<file path="config.mk">
export PLATFORM = sky130hd
export DESIGN_NAME = sys_cmd_decoder_flat
export DESIGN_NICKNAME = d
export VERILOG_FILES = /design/src/rtl/sys_cmd_decoder_if.sv /design/src/rtl/sys_cmd_decoder.sv /design/src/flat_wrapper.sv
export SDC_FILE = /design/constraint.sdc
export NUM_CORES = 1
export LEC_CHECK = 0
export CAP_MARGIN = 20
export CORE_ASPECT_RATIO = 1.4
export CORE_MARGIN = 2
export CORE_UTILIZATION = 25
export CTS_CLUSTER_DIAMETER = 60
export CTS_CLUSTER_SIZE = 16
export DETAILED_ROUTE_END_ITERATION = 10
export GPL_ROUTABILITY_DRIVEN = 0
export SYNTH_ARGS = -nofsm -noshare
export SYNTH_HDL_FRONTEND = slang
export SYNTH_SLANG_ARGS = --single-unit
</file>
<file path="constraint.sdc">
create_clock -name CLK -period 1.7 [get_ports CLK]
set_clock_uncertainty 0.05 [all_clocks]
set_input_delay 0.34 -clock CLK [delete_from_list [all_inputs] [get_ports CLK]]
set_output_delay 0.34 -clock CLK [all_outputs]
set_load 0.005 [all_outputs]
</file>
<file path="src/rtl/sys_cmd_decoder_if.sv">
// sys_cmd_decoder_if
// Bus bundle between the receive-side command decoder and its environment.
//   Rx_Data/Rx_valid/Rx_error : framed bytes from the UART receiver
//   ALU_out_valid             : ALU result valid pulse
//   Address/WrEn/WrData/RdEn  : register-file access
//   ALU_EN/ALU_FUN            : ALU start and function code
//   CLK_GATE_EN               : ALU clock-gate enable
//   Cmd_err                   : aborted / dropped frame pulse
// master modport: the decoder; slave modport: the surrounding system.
interface sys_cmd_decoder_if #(
   parameter int width      = 8,
   parameter int addr_width = 4
) ();
   logic [width-1:0]      Rx_Data;
   logic                  Rx_valid;
   logic                  Rx_error;
   logic                  ALU_out_valid;
   logic [addr_width-1:0] Address;
   logic                  WrEn;
   logic [width-1:0]      WrData;
   logic                  RdEn;
   logic                  ALU_EN;
   logic [3:0]            ALU_FUN;
   logic                  CLK_GATE_EN;
   logic                  Cmd_err;

   modport master (
      input  Rx_Data, Rx_valid, Rx_error, ALU_out_valid,
      output Address, WrEn, WrData, RdEn, ALU_EN, ALU_FUN, CLK_GATE_EN, Cmd_err
   );

   modport slave (
      output Rx_Data, Rx_valid, Rx_error, ALU_out_valid,
      input  Address, WrEn, WrData, RdEn, ALU_EN, ALU_FUN, CLK_GATE_EN, Cmd_err
   );
endinterface

</file>
<file path="src/rtl/sys_cmd_decoder.sv">
// sys_cmd_decoder
// Receive-side system controller: parses command frames
//   0xAA {addr, data} register write
//   0xBB {addr}       register read
//   0xCC {A, B, fun}  ALU op with operands (A -> reg 0, B -> reg 1)
//   0xDD {fun}        ALU op on current operands
// and sequences the register file and ALU.
// Ports:
//   CLK   : system clock
//   Reset : asynchronous active-low reset
//   bus   : sys_cmd_decoder_if.master (Rx byte stream in, strobes out)
// All outputs are registered. Optional build macro CMD_TIMEOUT_EN enables
// an idle-cycle watchdog (TIMEOUT cycles) that aborts partial frames.
module sys_cmd_decoder #(
   parameter int width      = 8,
   parameter int addr_width = 4,
   parameter int TIMEOUT    = 1023
) (
   input  logic                 CLK,
   input  logic                 Reset,
   sys_cmd_decoder_if.master    bus
);

   typedef enum logic [2:0] {
      IDLE     = 3'd0,
      WR_ADDR  = 3'd1,
      WR_DATA  = 3'd2,
      RD_ADDR  = 3'd3,
      OPA      = 3'd4,
      OPB      = 3'd5,
      FUN      = 3'd6,
      ALU_WAIT = 3'd7
   } state_t;

   localparam logic [width-1:0]      OP_WR     = width'(8'hAA);
   localparam logic [width-1:0]      OP_RD     = width'(8'hBB);
   localparam logic [width-1:0]      OP_ALU    = width'(8'hCC);
   localparam logic [width-1:0]      OP_ALU_NO = width'(8'hDD);
   localparam logic [addr_width-1:0] ADDR_OPA  = {addr_width{1'b0}};
   localparam logic [addr_width-1:0] ADDR_OPB  = {{(addr_width-1){1'b0}}, 1'b1};

   state_t                state_r, state_s;
   logic [addr_width-1:0] addr_r, addr_s;
   logic [addr_width-1:0] address_r, address_s;
   logic [width-1:0]      wr_data_r, wr_data_s;
   logic [3:0]            alu_fun_r, alu_fun_s;
   logic                  wr_en_r, wr_en_s;
   logic                  rd_en_r, rd_en_s;
   logic                  alu_en_r, alu_en_s;
   logic                  cge_r, cge_s;
   logic                  cmd_err_r, cmd_err_s;
   logic                  timeout_s;

`ifdef CMD_TIMEOUT_EN
   localparam int CNT_W = $clog2(TIMEOUT + 1);
   logic [CNT_W-1:0] cnt_r, cnt_s;
   logic             counting_s;

   // Watchdog: counts idle cycles inside a partial frame, fires one cycle
   // before the count would reach TIMEOUT so the abort lands on that edge.
   always_comb begin
      counting_s = (state_r != IDLE) && (state_r != ALU_WAIT);
      timeout_s  = 1'b0;
      cnt_s      = {CNT_W{1'b0}};
      if (bus.Rx_error || bus.Rx_valid || !counting_s) begin
         cnt_s = {CNT_W{1'b0}};
      end else if (cnt_r == CNT_W'(TIMEOUT - 1)) begin
         timeout_s = 1'b1;
         cnt_s     = {CNT_W{1'b0}};
      end else begin
         cnt_s = cnt_r + CNT_W'(1);
      end
   end

   // Watchdog counter register.
   always_ff @(posedge CLK or negedge Reset) begin
      if (!Reset) cnt_r <= {CNT_W{1'b0}};
      else        cnt_r <= cnt_s;
   end
`else
   localparam int unused_timeout = TIMEOUT;
   assign timeout_s = 1'b0;
`endif

   // Next-state and next-output decode; held outputs default to their current value.
   always_comb begin
      state_s   = state_r;
      addr_s    = addr_r;
      address_s = address_r;
      wr_data_s = wr_data_r;
      alu_fun_s = alu_fun_r;
      wr_en_s   = 1'b0;
      rd_en_s   = 1'b0;
      alu_en_s  = 1'b0;
      cmd_err_s = 1'b0;
      if (bus.Rx_error) begin
         // Receiver error aborts any frame; a same-cycle byte is discarded.
         state_s   = IDLE;
         cmd_err_s = 1'b1;
      end else if (state_r == ALU_WAIT) begin
         // Bytes arriving while the ALU is busy are dropped.
         if (bus.ALU_out_valid) state_s = IDLE;
         else                   state_s = ALU_WAIT;
         if (bus.Rx_valid) cmd_err_s = 1'b1;
         else              cmd_err_s = 1'b0;
      end else if (bus.Rx_valid) begin
         case (state_r)
            IDLE: begin
               case (bus.Rx_Data)
                  OP_WR:     state_s = WR_ADDR;
                  OP_RD:     state_s = RD_ADDR;
                  OP_ALU:    state_s = OPA;
                  OP_ALU_NO: state_s = FUN;
                  default: begin
                     state_s   = IDLE;
                     cmd_err_s = 1'b1;
                  end
               endcase
            end
            WR_ADDR: begin
               addr_s  = bus.Rx_Data[addr_width-1:0];
               state_s = WR_DATA;
            end
            WR_DATA: begin
               wr_en_s   = 1'b1;
               address_s = addr_r;
               wr_data_s = bus.Rx_Data;
               state_s   = IDLE;
            end
            RD_ADDR: begin
               rd_en_s   = 1'b1;
               address_s = bus.Rx_Data[addr_width-1:0];
               state_s   = IDLE;
            end
            OPA: begin
               wr_en_s   = 1'b1;
               address_s = ADDR_OPA;
               wr_data_s = bus.Rx_Data;
               state_s   = OPB;
            end
            OPB: begin
               wr_en_s   = 1'b1;
               address_s = ADDR_OPB;
               wr_data_s = bus.Rx_Data;
               state_s   = FUN;
            end
            FUN: begin
               alu_en_s  = 1'b1;
               alu_fun_s = bus.Rx_Data[3:0];
               state_s   = ALU_WAIT;
            end
            default: state_s = IDLE;
         endcase
      end else if (timeout_s) begin
         state_s   = IDLE;
         cmd_err_s = 1'b1;
      end else begin
         state_s = state_r;
      end
      // Gate tracks the next state so it rises entering FUN and falls leaving ALU_WAIT.
      cge_s = (state_s == FUN) || (state_s == ALU_WAIT);
   end

   // State and registered-output update.
   always_ff @(posedge CLK or negedge Reset) begin
      if (!Reset) begin
         state_r   <= IDLE;
         addr_r    <= {addr_width{1'b0}};
         address_r <= {addr_width{1'b0}};
         wr_data_r <= {width{1'b0}};
         alu_fun_r <= 4'h0;
         wr_en_r   <= 1'b0;
         rd_en_r   <= 1'b0;
         alu_en_r  <= 1'b0;
         cge_r     <= 1'b0;
         cmd_err_r <= 1'b0;
      end else begin
         state_r   <= state_s;
         addr_r    <= addr_s;
         address_r <= address_s;
         wr_data_r <= wr_data_s;
         alu_fun_r <= alu_fun_s;
         wr_en_r   <= wr_en_s;
         rd_en_r   <= rd_en_s;
         alu_en_r  <= alu_en_s;
         cge_r     <= cge_s;
         cmd_err_r <= cmd_err_s;
      end
   end

   assign bus.Address     = address_r;
   assign bus.WrData      = wr_data_r;
   assign bus.ALU_FUN     = alu_fun_r;
   assign bus.WrEn        = wr_en_r;
   assign bus.RdEn        = rd_en_r;
   assign bus.ALU_EN      = alu_en_r;
   assign bus.CLK_GATE_EN = cge_r;
   assign bus.Cmd_err     = cmd_err_r;

endmodule

</file>
<file path="src/flat_wrapper.sv">
// flat-port wrapper written by rule: the top's interface ports become plain ports
module sys_cmd_decoder_flat 
#(
   parameter int width      = 8,
   parameter int addr_width = 4,
   parameter int TIMEOUT    = 1023
)
  (CLK, Reset, bus_Rx_Data, bus_Rx_valid, bus_Rx_error, bus_ALU_out_valid, bus_Address, bus_WrEn, bus_WrData, bus_RdEn, bus_ALU_EN, bus_ALU_FUN, bus_CLK_GATE_EN, bus_Cmd_err);
  sys_cmd_decoder_if #(.width(width), .addr_width(addr_width)) bus_i ();
  input  logic CLK;
  input  logic Reset;
  input wire logic [$bits(bus_i.Rx_Data)-1:0] bus_Rx_Data;
  input wire logic [$bits(bus_i.Rx_valid)-1:0] bus_Rx_valid;
  input wire logic [$bits(bus_i.Rx_error)-1:0] bus_Rx_error;
  input wire logic [$bits(bus_i.ALU_out_valid)-1:0] bus_ALU_out_valid;
  output wire logic [$bits(bus_i.Address)-1:0] bus_Address;
  output wire logic [$bits(bus_i.WrEn)-1:0] bus_WrEn;
  output wire logic [$bits(bus_i.WrData)-1:0] bus_WrData;
  output wire logic [$bits(bus_i.RdEn)-1:0] bus_RdEn;
  output wire logic [$bits(bus_i.ALU_EN)-1:0] bus_ALU_EN;
  output wire logic [$bits(bus_i.ALU_FUN)-1:0] bus_ALU_FUN;
  output wire logic [$bits(bus_i.CLK_GATE_EN)-1:0] bus_CLK_GATE_EN;
  output wire logic [$bits(bus_i.Cmd_err)-1:0] bus_Cmd_err;
  assign bus_i.Rx_Data = bus_Rx_Data;
  assign bus_i.Rx_valid = bus_Rx_valid;
  assign bus_i.Rx_error = bus_Rx_error;
  assign bus_i.ALU_out_valid = bus_ALU_out_valid;
  assign bus_Address = bus_i.Address;
  assign bus_WrEn = bus_i.WrEn;
  assign bus_WrData = bus_i.WrData;
  assign bus_RdEn = bus_i.RdEn;
  assign bus_ALU_EN = bus_i.ALU_EN;
  assign bus_ALU_FUN = bus_i.ALU_FUN;
  assign bus_CLK_GATE_EN = bus_i.CLK_GATE_EN;
  assign bus_Cmd_err = bus_i.Cmd_err;
  sys_cmd_decoder #(.width(width), .addr_width(addr_width), .TIMEOUT(TIMEOUT)) u_core (.CLK(CLK), .Reset(Reset), .bus(bus_i));
endmodule
</file>
==> summary.md <==
| Metric | Value |
|---|---|
| Status | `completed` |
| Cells on worst reg2reg path | `5` |
| First-pass GRT wire length | `5478 um` |
| FP Rows | `31` |
| Register area share after synthesis | `52.29%` |
| Crit. End Element | `flip-flop` |
| Worst Tran Pin Value | `365.1 ps` |
| Die width | `65.88 um` |
| Hold Path Class | `primary input to asynchronous set/reset pin` |
| YS warnings | `0` |
| Fin. Hold Viols | `0` |
| CTS buffer count | `3` |
| Port Buffers | `33` |
| Leak | `0.8964 nW` |
| Initial Utilization | `25.98%` |
| Post-route cell area | `0.001928 mm^2` |
| Die Y | `90.63 um` |
| Area grow syn2layout | `43.88%` |
| Max Cap Viol | `0` |
| DR vias | `1014` |
| Initial DRC count | `61` |
| Die ar. | `0.005970 mm^2` |
| Commonest cells after routing, fill and taps aside | `clkdlybuf4s50_1, dfrtp_1, buf_4` |
| Syn Area/Cell | `12.52 um^2` |
| Final Max Slew Viols | `0` |
| N_diodes | `0` |
| Via/cell ratio | `4.527` |
| Most used DFF post-synth | `dfrtp_1` |
| Wire length per cell | `14.16 um` |
| Cells after Synth | `107` |
| Worst Path Arrival | `1830 ps` |
| Power Internal | `1.057 mW` |
| Minimum period implied by the final worst setup slack | `1672 ps` |
| DRC | `0` |
| Non-filler cells in the finished layout | `224` |
| Final ANT Viol Nets | `0` |
| R2r endpoint | `u_core.bus.WrData[2]` |
| Final setup fails | `0` |
| Tcrit/Tclk final | `98.35%` |
| Total GRT Usage | `11.76%` |
| Antenna violations before repair | `0` |
| Max FO, Critical Path | `4` |
| Largest net degree at the start of global routing | `29` |
| Clock Tree Root | `clkbuf_8` |
| Nature of the critical path startpoint | `primary input` |
| Logic pwr share | `16.3%` |
| CTS Sinks | `28` |
| # H-tree levels | `1` |
| Reg2reg start | `u_core.state_r[1]` |
| # hold bufs at CTS | `0` |
| Netlist cell types | `37` |
| Power density over cell area | `702.1 mW/mm^2` |
| EDFF count, synth | `0` |
| Worst setup path class | `primary input to flip-flop` |
| TritonRoute pass-1 iters | `4` |
| Fraction of registers with async set/reset | `100.0%` |
| Critical-path cell list | `clkdlybuf4s50_1 -> and4bb_1 -> buf_4 -> nand4_1 -> a221oi_2 -> nor2b_1` |
| Highest Clock Rate | `598.1 MHz` |
| Crit path largest cell delay | `470 ps` |
| Clk buf depth | `2` |
| Final net count | `172` |
| WP data required | `1850 ps` |
| Hpwl dp | `2454 um` |
| Commonest non-fill, non-tap cell in the layout | `clkdlybuf4s50_1` |
| Final wirelength | `3171 um` |
| Unrepaired setup endpoints after global routing | `yes` |
| DP Cell Count | `219` |
| DP Area | `0.001862 mm^2` |
| Fillers | `487` |
| Post-Syn Area | `0.001340 mm^2` |
| Gr ovfl total | `0` |
| Max IR drop VDD | `0.3056 mV` |
| Core box area | `0.005159 mm^2` |
| IO Pins | `34` |
| Switching Fraction | `21.93%` |
| Clock slew at reported path FFs | `90 ps` |
| Net Count, Synth | `120` |
| R2R Setup Slk | `130 ps` |
| Vias in the first global route | `1109` |
| Slew headroom | `75.66%` |
| Total negative slack | `0 ps` |
| Power share of the sequential group | `53.4%` |
| Share of layout cells above drive strength 1 | `29.75%` |
| Number of synthesized register bits | `28` |
| CP max-delay cell | `clkdlybuf4s50_1` |
| Clk_lat worst skew | `270 ps` |
| Psw | `0.2968 mW` |
| CTS tree | `done` |
| WHS | `390.7 ps` |
| Clock power frac | `30.3%` |
## stage by stage
step / worst slack, ps / power (mW) / util, %
after floorplan: 264.5 / 0.8069 / -
after global placement: -173.2 / 0.9553 / 36.09
after detailed placement: -200.0 / 0.9610 / 36.09
after CTS: 30.25 / 1.375 / 37.16
after global routing: -63.06 / 1.421 / 37.38
final: 28.01 / 1.354 / 37.38
## worst max-delay path: cells and delay by family
kind / cells / cell delay, ps
and+or+nand+nor: 3 / 580
buffers and inverters: 2 / 590
AOI/OAI and AO/OA: 1 / 320
## logic make-up after synthesis
kind of cell,count (synthesis),synth area share [%]
AND/OR/NAND/NOR,29,13.35
multiplexers,17,16.53
buffers and inverters,8,3.734
XOR/XNOR,1,0.6537
AO/OA/AOI/OAI,24,13.45
flip-flops,28,52.29
## layout make-up
| class | instances | area (um^2) | area share [%] |
|---|---|---|---|
| repair buffers | 52 | 488.0 | 25.31 |
| multi-input cells | 71 | 589.3 | 30.56 |
| inverters | 3 | 11.26 | 0.5840 |
| well taps | 66 | 82.58 | 4.283 |
| clock buffers | 4 | 55.05 | 2.855 |
| flip-flops and latches | 28 | 701.9 | 36.40 |
## power by group through the flow
stage | Clock (mW) | Sequential, mW | Combinational [mW]
2_1_floorplan | 0 | 0.737 | 0.0699
3_3_place_gp | 0 | 0.735 | 0.220
3_5_place_dp | 0 | 0.737 | 0.224
4_1_cts | 0.426 | 0.724 | 0.225
5_1_grt | 0.450 | 0.729 | 0.241
6_report | 0.410 | 0.723 | 0.221
## per-layer routing
layer	track usage [%]	part of all wire, %	vias to the layer above
met1	15.30	43	498
met4	4.167	1.1	0
met2	19.95	52	20
li1	-	-	494
met3	0.9975	3.4	2
met5	0	0	-
## repair_timing
action / in CTS / in global routing
setup buffers: 0 / 1
gates resized for setup: 0 / 2
setup endpoints to repair: 0 / 5
## worst max-delay path by stage
| stage | start | to | slack, ps |
|---|---|---|---|
| final | bus_Rx_Data[1] | u_core.bus.CLK_GATE_EN | 30 |
| after global routing | bus_Rx_Data[1] | u_core.bus.CLK_GATE_EN | -60 |
| after CTS | u_core.state_r[0] | u_core.addr_r[2] | 30 |
| after detailed placement | bus_Rx_Data[2] | u_core.bus.CLK_GATE_EN | -200 |
| after global placement | bus_Rx_valid | u_core.bus.ALU_FUN[3] | -170 |
| after floorplan | u_core.state_r[2] | u_core.bus.WrData[0] | 260 |
## synth_stat cells, types with 2 or more instances
cell / number / area (um^2)
a21o_1: 3 / 22.52
a21oi_1: 2 / 10.01
a31oi_1: 3 / 18.77
a41o_1: 3 / 30.03
and3_1: 2 / 12.51
buf_6: 2 / 22.52
dfrtp_1: 28 / 700.7
inv_1: 3 / 11.26
mux2_2: 9 / 101.4
mux2_4: 8 / 120.1
nand2_1: 6 / 22.52
nand2b_1: 5 / 31.28
nor2_1: 4 / 15.01
nor2b_1: 3 / 18.77
o21ai_0: 3 / 15.01
o22ai_1: 2 / 12.51
## sequential cells by signal (all words and copies together) (netlist names)
register                cells
u_core.addr_r               4
u_core.bus.CLK_GATE_EN      1
u_core.bus.Cmd_err          1
u_core.bus.WrData           8
u_core.bus.ALU_FUN          4
u_core.bus.Address          4
u_core.bus.WrEn             1
u_core.bus.RdEn             1
u_core.bus.ALU_EN           1
u_core.state_r              3
(Power assumes the default switching activity.)
==> variant 1 (config.mk and constraints unchanged) <==
Add a define of `CMD_TIMEOUT_EN`.
--- a/src/rtl/sys_cmd_decoder.sv
+++ b/src/rtl/sys_cmd_decoder.sv
@@ -11,6 +11,8 @@
 //   bus   : sys_cmd_decoder_if.master (Rx byte stream in, strobes out)
 // All outputs are registered. Optional build macro CMD_TIMEOUT_EN enables
 // an idle-cycle watchdog (TIMEOUT cycles) that aborts partial frames.
+`define CMD_TIMEOUT_EN
+
 module sys_cmd_decoder #(
    parameter int width      = 8,
    parameter int addr_width = 4,
Behaviour: no difference found for any inputs over 10 cycles, from zero or initial values and one cycle with Reset low; that may be too few to reach the edited logic, so the function may still have changed.
==> variant 1 against the original RTL <==
- synthesized cell count increased by 51%
- power increased by 47%
- sequential cell count increased by 10
- wire length increased by 32%
- worst hold slack got worse by 0.35 ns
- via count increased by 41%
- worst setup slack improved by 0.041 ns
- final area increased by 36%
- count of clock-buffer cells in the layout increased by 2
- register-to-register slack got worse by 0.06 ns
- sequential power increased by 33%
- synthesized area increased by 35%
- die area increased by 33%
- sequential share of layout area decreased by 0.15 points
- critical endpoint is now u_core.addr_r[3]
- highest routed layer unchanged
==> variant 1: results (changes against the original RTL) <==
{| class="wikitable"
! Metric !! Value
|-
| Result of the run || finished clean (unchanged)
|-
| Number of nets in the final layout || 239 (was 172)
|-
| Endpoint arrival time on the critical path || 1.76 ns (was 1.83 ns)
|-
| Area of placed instances || 2440 sq um (was 1860 sq um)
|-
| Commonest cells in the netlist || 38 x sky130_fd_sc_hd__dfrtp_1, 17 x sky130_fd_sc_hd__mux2_2, 17 x sky130_fd_sc_hd__nor2_1 (was 28 x sky130_fd_sc_hd__dfrtp_1, 9 x sky130_fd_sc_hd__mux2_2, 8 x sky130_fd_sc_hd__mux2_4)
|-
| Number of flip-flops under the largest register name || 10 (was 8)
|-
| Pre-CTS setup slack || -0.345 ns (was -0.200 ns)
|-
| Share of synthesized flip-flops with an asynchronous set or reset || 1.00 (unchanged)
|-
| CTS clk-pin slew, worst paths || 0.07 ns (was 0.09 ns)
|-
| Count of routing violations after the opening detailed-route iteration || 42 (was 61)
|-
| Via count of the first global-routing pass || 1,483 (was 1,109)
|-
| P_leak || 0.00117 uW (was 0.000896 uW)
|-
| Share of synthesized area spent on multiplexers || 0.106 (was 0.165)
|-
| Syn avg cell area || 11.2 sq um (was 12.5 sq um)
|-
| Via total after detailed routing || 1,426 (was 1,014)
|-
| Overall power || 1980 uW (was 1350 uW)
|-
| Total nets after synthesis || 177 (was 120)
|-
| Clock buffers created by TritonCTS || 5 (was 3)
|-
| Worst path top cell family by delay || flip-flops (was buffers and inverters)
|-
| Half-perimeter wire length after detailed placement || 3.09 mm (was 2.45 mm)
|-
| Largest fanout on the critical path || 7 (was 4)
|-
| Layout cells sized above 1 || 0.295 (was 0.297)
|-
| Largest net degree at the start of global routing || 39 (was 29)
|-
| Peak ir drop on the vdd network || 0.000285 V (was 0.000306 V)
|-
| Part of the Yosys area used for sequential elements || 0.526 (was 0.523)
|-
| Fraction of synthesized cell area in xor and xnor cells || 0.0484 (was 0.00654)
|-
| Actual slew at the worst max-slew pin || 0.493 ns (was 0.365 ns)
|-
| Count of cells resized by post-cts repair || 2 (was 0)
|-
| Maximum single-stage delay on the critical path || 0.47 ns (about the same)
|-
| Wire length of the first global-routing pass || 6.98 mm (was 5.48 mm)
|-
| Post-placement cell count || 312 (was 219)
|-
| Routed Wire Length || 4.18 mm (was 3.17 mm)
|-
| Fill cell total of the finished layout || 703 (was 487)
|-
| Switching Share || 0.213 (was 0.219)
|-
| Slowest cell on crit path || sky130_fd_sc_hd__dfrtp_1 (was sky130_fd_sc_hd__clkdlybuf4s50_1)
|-
| Layout Cells excl Fill || 319 (was 224)
|-
| Adder and majority cell fraction of the synthesized area || 0.0138 (was 0)
|-
| Overall Global Routing Usage || 0.114 (was 0.118)
|-
| Complex-gate fraction of the synthesized area || 0.101 (was 0.134)
|-
| H-Tree Depth || 2 (was 1)
|}
==> variant 1: cell types whose count changed after synthesis, sizes merged, moves of 3 or more <==
cell	unedited run	this run
nor4	0	3
o21ai	4	8
xor2	0	8
nand2	6	11
inv	3	9
nand3	0	7
and4	0	4
and3	3	0
dfrtp	28	38
nand2b	5	1
nor2	4	17
a41o	3	0
==> variant 1: layer usage <==
metal | global-route usage | vias to the layer above | part of all wire
met3 | 0.0193 | 8 | 0.022
met5 | 0 | - | 0
met1 | 0.146 | 699 | 0.44
met2 | 0.180 | 21 | 0.50
met4 | 0.0602 | 0 | 0.032
li1 | - | 698 | -
==> variant 1: path summary, 6_finish.rpt <==
path / from / to / slack, ns / cells after the start
min: Reset / u_core.cnt_r[4] / 0.04 / 2
min in group CLK: bus_Rx_Data[5] / u_core.bus.WrData[5] / 0.40 / 2
max in group asynchronous: Reset / u_core.bus.Address[2] / 1.21 / 2
min reg2reg: u_core.bus.Address[2] / u_core.bus.Address[2] / 0.43 / 2
max: u_core.state_r[1] / u_core.addr_r[3] / 0.07 / 4
max reg2reg: u_core.state_r[1] / u_core.addr_r[3] / 0.07 / 4
==> variant 1: final cells by class <==
cell class | count | area (sq um) | area share
sequential | 38 | 951 | 0.363
multi-input combinational | 109 | 846 | 0.323
timing repair buffer | 61 | 561 | 0.214
tap | 95 | 119 | 0.0453
clock buffer | 6 | 82.6 | 0.0315
inverter | 9 | 33.8 | 0.0129
clock inverter | 1 | 30.0 | 0.0115
==> variant 1: power groups by stage <==
| stage | clock network (uW) | registers, uW | logic, uW |
|---|---|---|---|
| floorplan | 0 | 981 | 62.8 |
| global placement | 0 | 980 | 233 |
| detailed placement | 0 | 981 | 234 |
| CTS | 812 | 963 | 236 |
| global route | 834 | 968 | 264 |
| finish | 780 | 963 | 241 |
==> variant 2 (same settings) <==
Without the edit above. Encoding of `state_t`: now one-hot (8 bits for 8 states).
--- a/src/rtl/sys_cmd_decoder.sv
+++ b/src/rtl/sys_cmd_decoder.sv
@@ -21,15 +21,15 @@
    sys_cmd_decoder_if.master    bus
 );
 
-   typedef enum logic [2:0] {
-      IDLE     = 3'd0,
-      WR_ADDR  = 3'd1,
-      WR_DATA  = 3'd2,
-      RD_ADDR  = 3'd3,
-      OPA      = 3'd4,
-      OPB      = 3'd5,
-      FUN      = 3'd6,
-      ALU_WAIT = 3'd7
+   typedef enum logic [7:0] {
+      IDLE     = 8'b00000001,
+      WR_ADDR  = 8'b00000010,
+      WR_DATA  = 8'b00000100,
+      RD_ADDR  = 8'b00001000,
+      OPA      = 8'b00010000,
+      OPB      = 8'b00100000,
+      FUN      = 8'b01000000,
+      ALU_WAIT = 8'b10000000
    } state_t;
 
    localparam logic [width-1:0]      OP_WR     = width'(8'hAA);
Formal check against the unedited RTL: same outputs for any inputs over 10 cycles, from zero or initial values and one cycle with Reset low; not proved beyond that.
==> variant 2 against the original RTL <==
- the flow now finishes with violations (setup timing)
- register-to-register slack got worse by 0.57 ns
- power grew 13%
- wire length increased by 59%
- count of clock-buffer cells in the layout rose by 1
- final area rose by 44%
- sequential cell count grew 5
- synthesized area increased by 26%
- worst setup slack lost 0.47 ns
- largest cell class is now multi-input gates
- largest power group unchanged
==> variant 2: results (changes against the original RTL) <==
{| class="wikitable"
! Metric !! Value
|-
| Result of the run || complete, but fails checks (was finished clean)
|-
| Maximum single-stage delay on the critical path || 0.59 ns (was 0.47 ns)
|-
| Post-placement cell count || 302 (was 219)
|-
| Fraction of met2 tracks used by global routing || 0.262 (was 0.199)
|-
| Met1 routing resource usage after global routing || 0.155 (was 0.153)
|-
| Slowest cell on crit path || sky130_fd_sc_hd__or4_4 (was sky130_fd_sc_hd__clkdlybuf4s50_1)
|-
| Total setup violations reported at the end of the flow || 28 (was 0)
|-
| Syn avg cell area || 10.8 sq um (was 12.5 sq um)
|-
| Wire length of the first global-routing pass || 8.11 mm (was 5.48 mm)
|-
| Routed Wire Length || 5.05 mm (was 3.17 mm)
|-
| Switching Share || 0.251 (was 0.219)
|-
| P_leak || 0.00124 uW (was 0.000896 uW)
|-
| CTS clk-pin slew, worst paths || 0.07 ns (was 0.09 ns)
|-
| Area of placed instances || 2490 sq um (was 1860 sq um)
|-
| Number of distinct library cells after synthesis || 39 (was 37)
|-
| Cells taking the most area after synthesis || sky130_fd_sc_hd__dfrtp_1 47%, sky130_fd_sc_hd__mux2_2 11%, sky130_fd_sc_hd__a21oi_1 3.3% (was sky130_fd_sc_hd__dfrtp_1 52%, sky130_fd_sc_hd__mux2_4 9.0%, sky130_fd_sc_hd__mux2_2 7.6%)
|-
| Clock buffers created by TritonCTS || 5 (was 3)
|-
| Final routed wire length divided by cell count || 15.9 microns (was 14.2 microns)
|-
| Complex-gate fraction of the synthesized area || 0.138 (was 0.134)
|-
| Clock group || 589 uW (was 410 uW)
|-
| Pre-CTS setup slack || -0.532 ns (was -0.200 ns)
|-
| Violations in the final reports || setup timing
|-
| Launching instance or port of the critical path || u_core.state_r[7] (was bus_Rx_Data[1])
|-
| Worst path top cell family by delay || simple AND/OR/NAND/NOR gates (was buffers and inverters)
|-
| Worst path setup slack after routing || -0.442 ns (was 0.0280 ns)
|-
| End point of the critical path || u_core.bus.WrData[7] (was u_core.bus.CLK_GATE_EN)
|-
| Met3 track demand over resource || 0.0259 (was 0.00998)
|-
| Buffers inserted by post-CTS timing repair || 4 (was 0)
|-
| Half-perimeter wire length after detailed placement || 3.52 mm (was 2.45 mm)
|-
| Insertion delay of the later-clocked pin in the worst-skew pair || 0.29 ns (was 0.27 ns)
|-
| Post-route setup TNS || -7.80 ns (was 0 ns)
|-
| Rel. slew slack || 0.777 (was 0.757)
|-
| Via count of the first global-routing pass || 1,684 (was 1,109)
|-
| Number of nets in the final layout || 255 (was 172)
|-
| Via total after detailed routing || 1,582 (was 1,014)
|-
| Reg2reg path depth || 7 (was 5)
|-
| Share of synthesized area spent on multiplexers || 0.119 (was 0.165)
|-
| Int Power || 1150 uW (was 1060 uW)
|-
| Fill cell total of the finished layout || 641 (was 487)
|-
| Count of cells resized by post-cts repair || 22 (was 0)
|-
| Met2 layer wire length in the routed design || 2.71 mm (was 1.66 mm)
|-
| Metal1 wirelength || 1.96 mm (was 1.37 mm)
|-
| Area of the multi-input gates || 970 sq um (was 589 sq um)
|-
| H-Tree Depth || 2 (was 1)
|}
[variant 2: cell types whose count changed after synthesis, sizes merged, moves of 4 or more]
| cell | unedited run | this run |
|---|---|---|
| a21oi | 2 | 14 |
| dfrtp | 28 | 32 |
| nand2 | 6 | 14 |
| nand2b | 5 | 0 |
| nand3 | 0 | 6 |
| nor2 | 4 | 15 |
[variant 2: worst register-to-register path: stages (launching register included)]
cell and delay, ns:
sky130_fd_sc_hd__dfrtp_1 0.38, sky130_fd_sc_hd__or4_4 0.59, sky130_fd_sc_hd__nor3_4 0.17, sky130_fd_sc_hd__buf_4 0.15, sky130_fd_sc_hd__nand2_4 0.05, sky130_fd_sc_hd__a21oi_4 0.15
sky130_fd_sc_hd__buf_12 0.15, sky130_fd_sc_hd__mux2_2 0.34
[variant 2: layout make-up]
class | count | share of cell area
clock buffers | 5 | 0.0249
multi-input cells | 113 | 0.350
repair buffers | 85 | 0.281
well taps | 74 | 0.0334
inverters | 4 | 0.00542
flip-flops and latches | 33 | 0.299
clock inverters | 3 | 0.00633
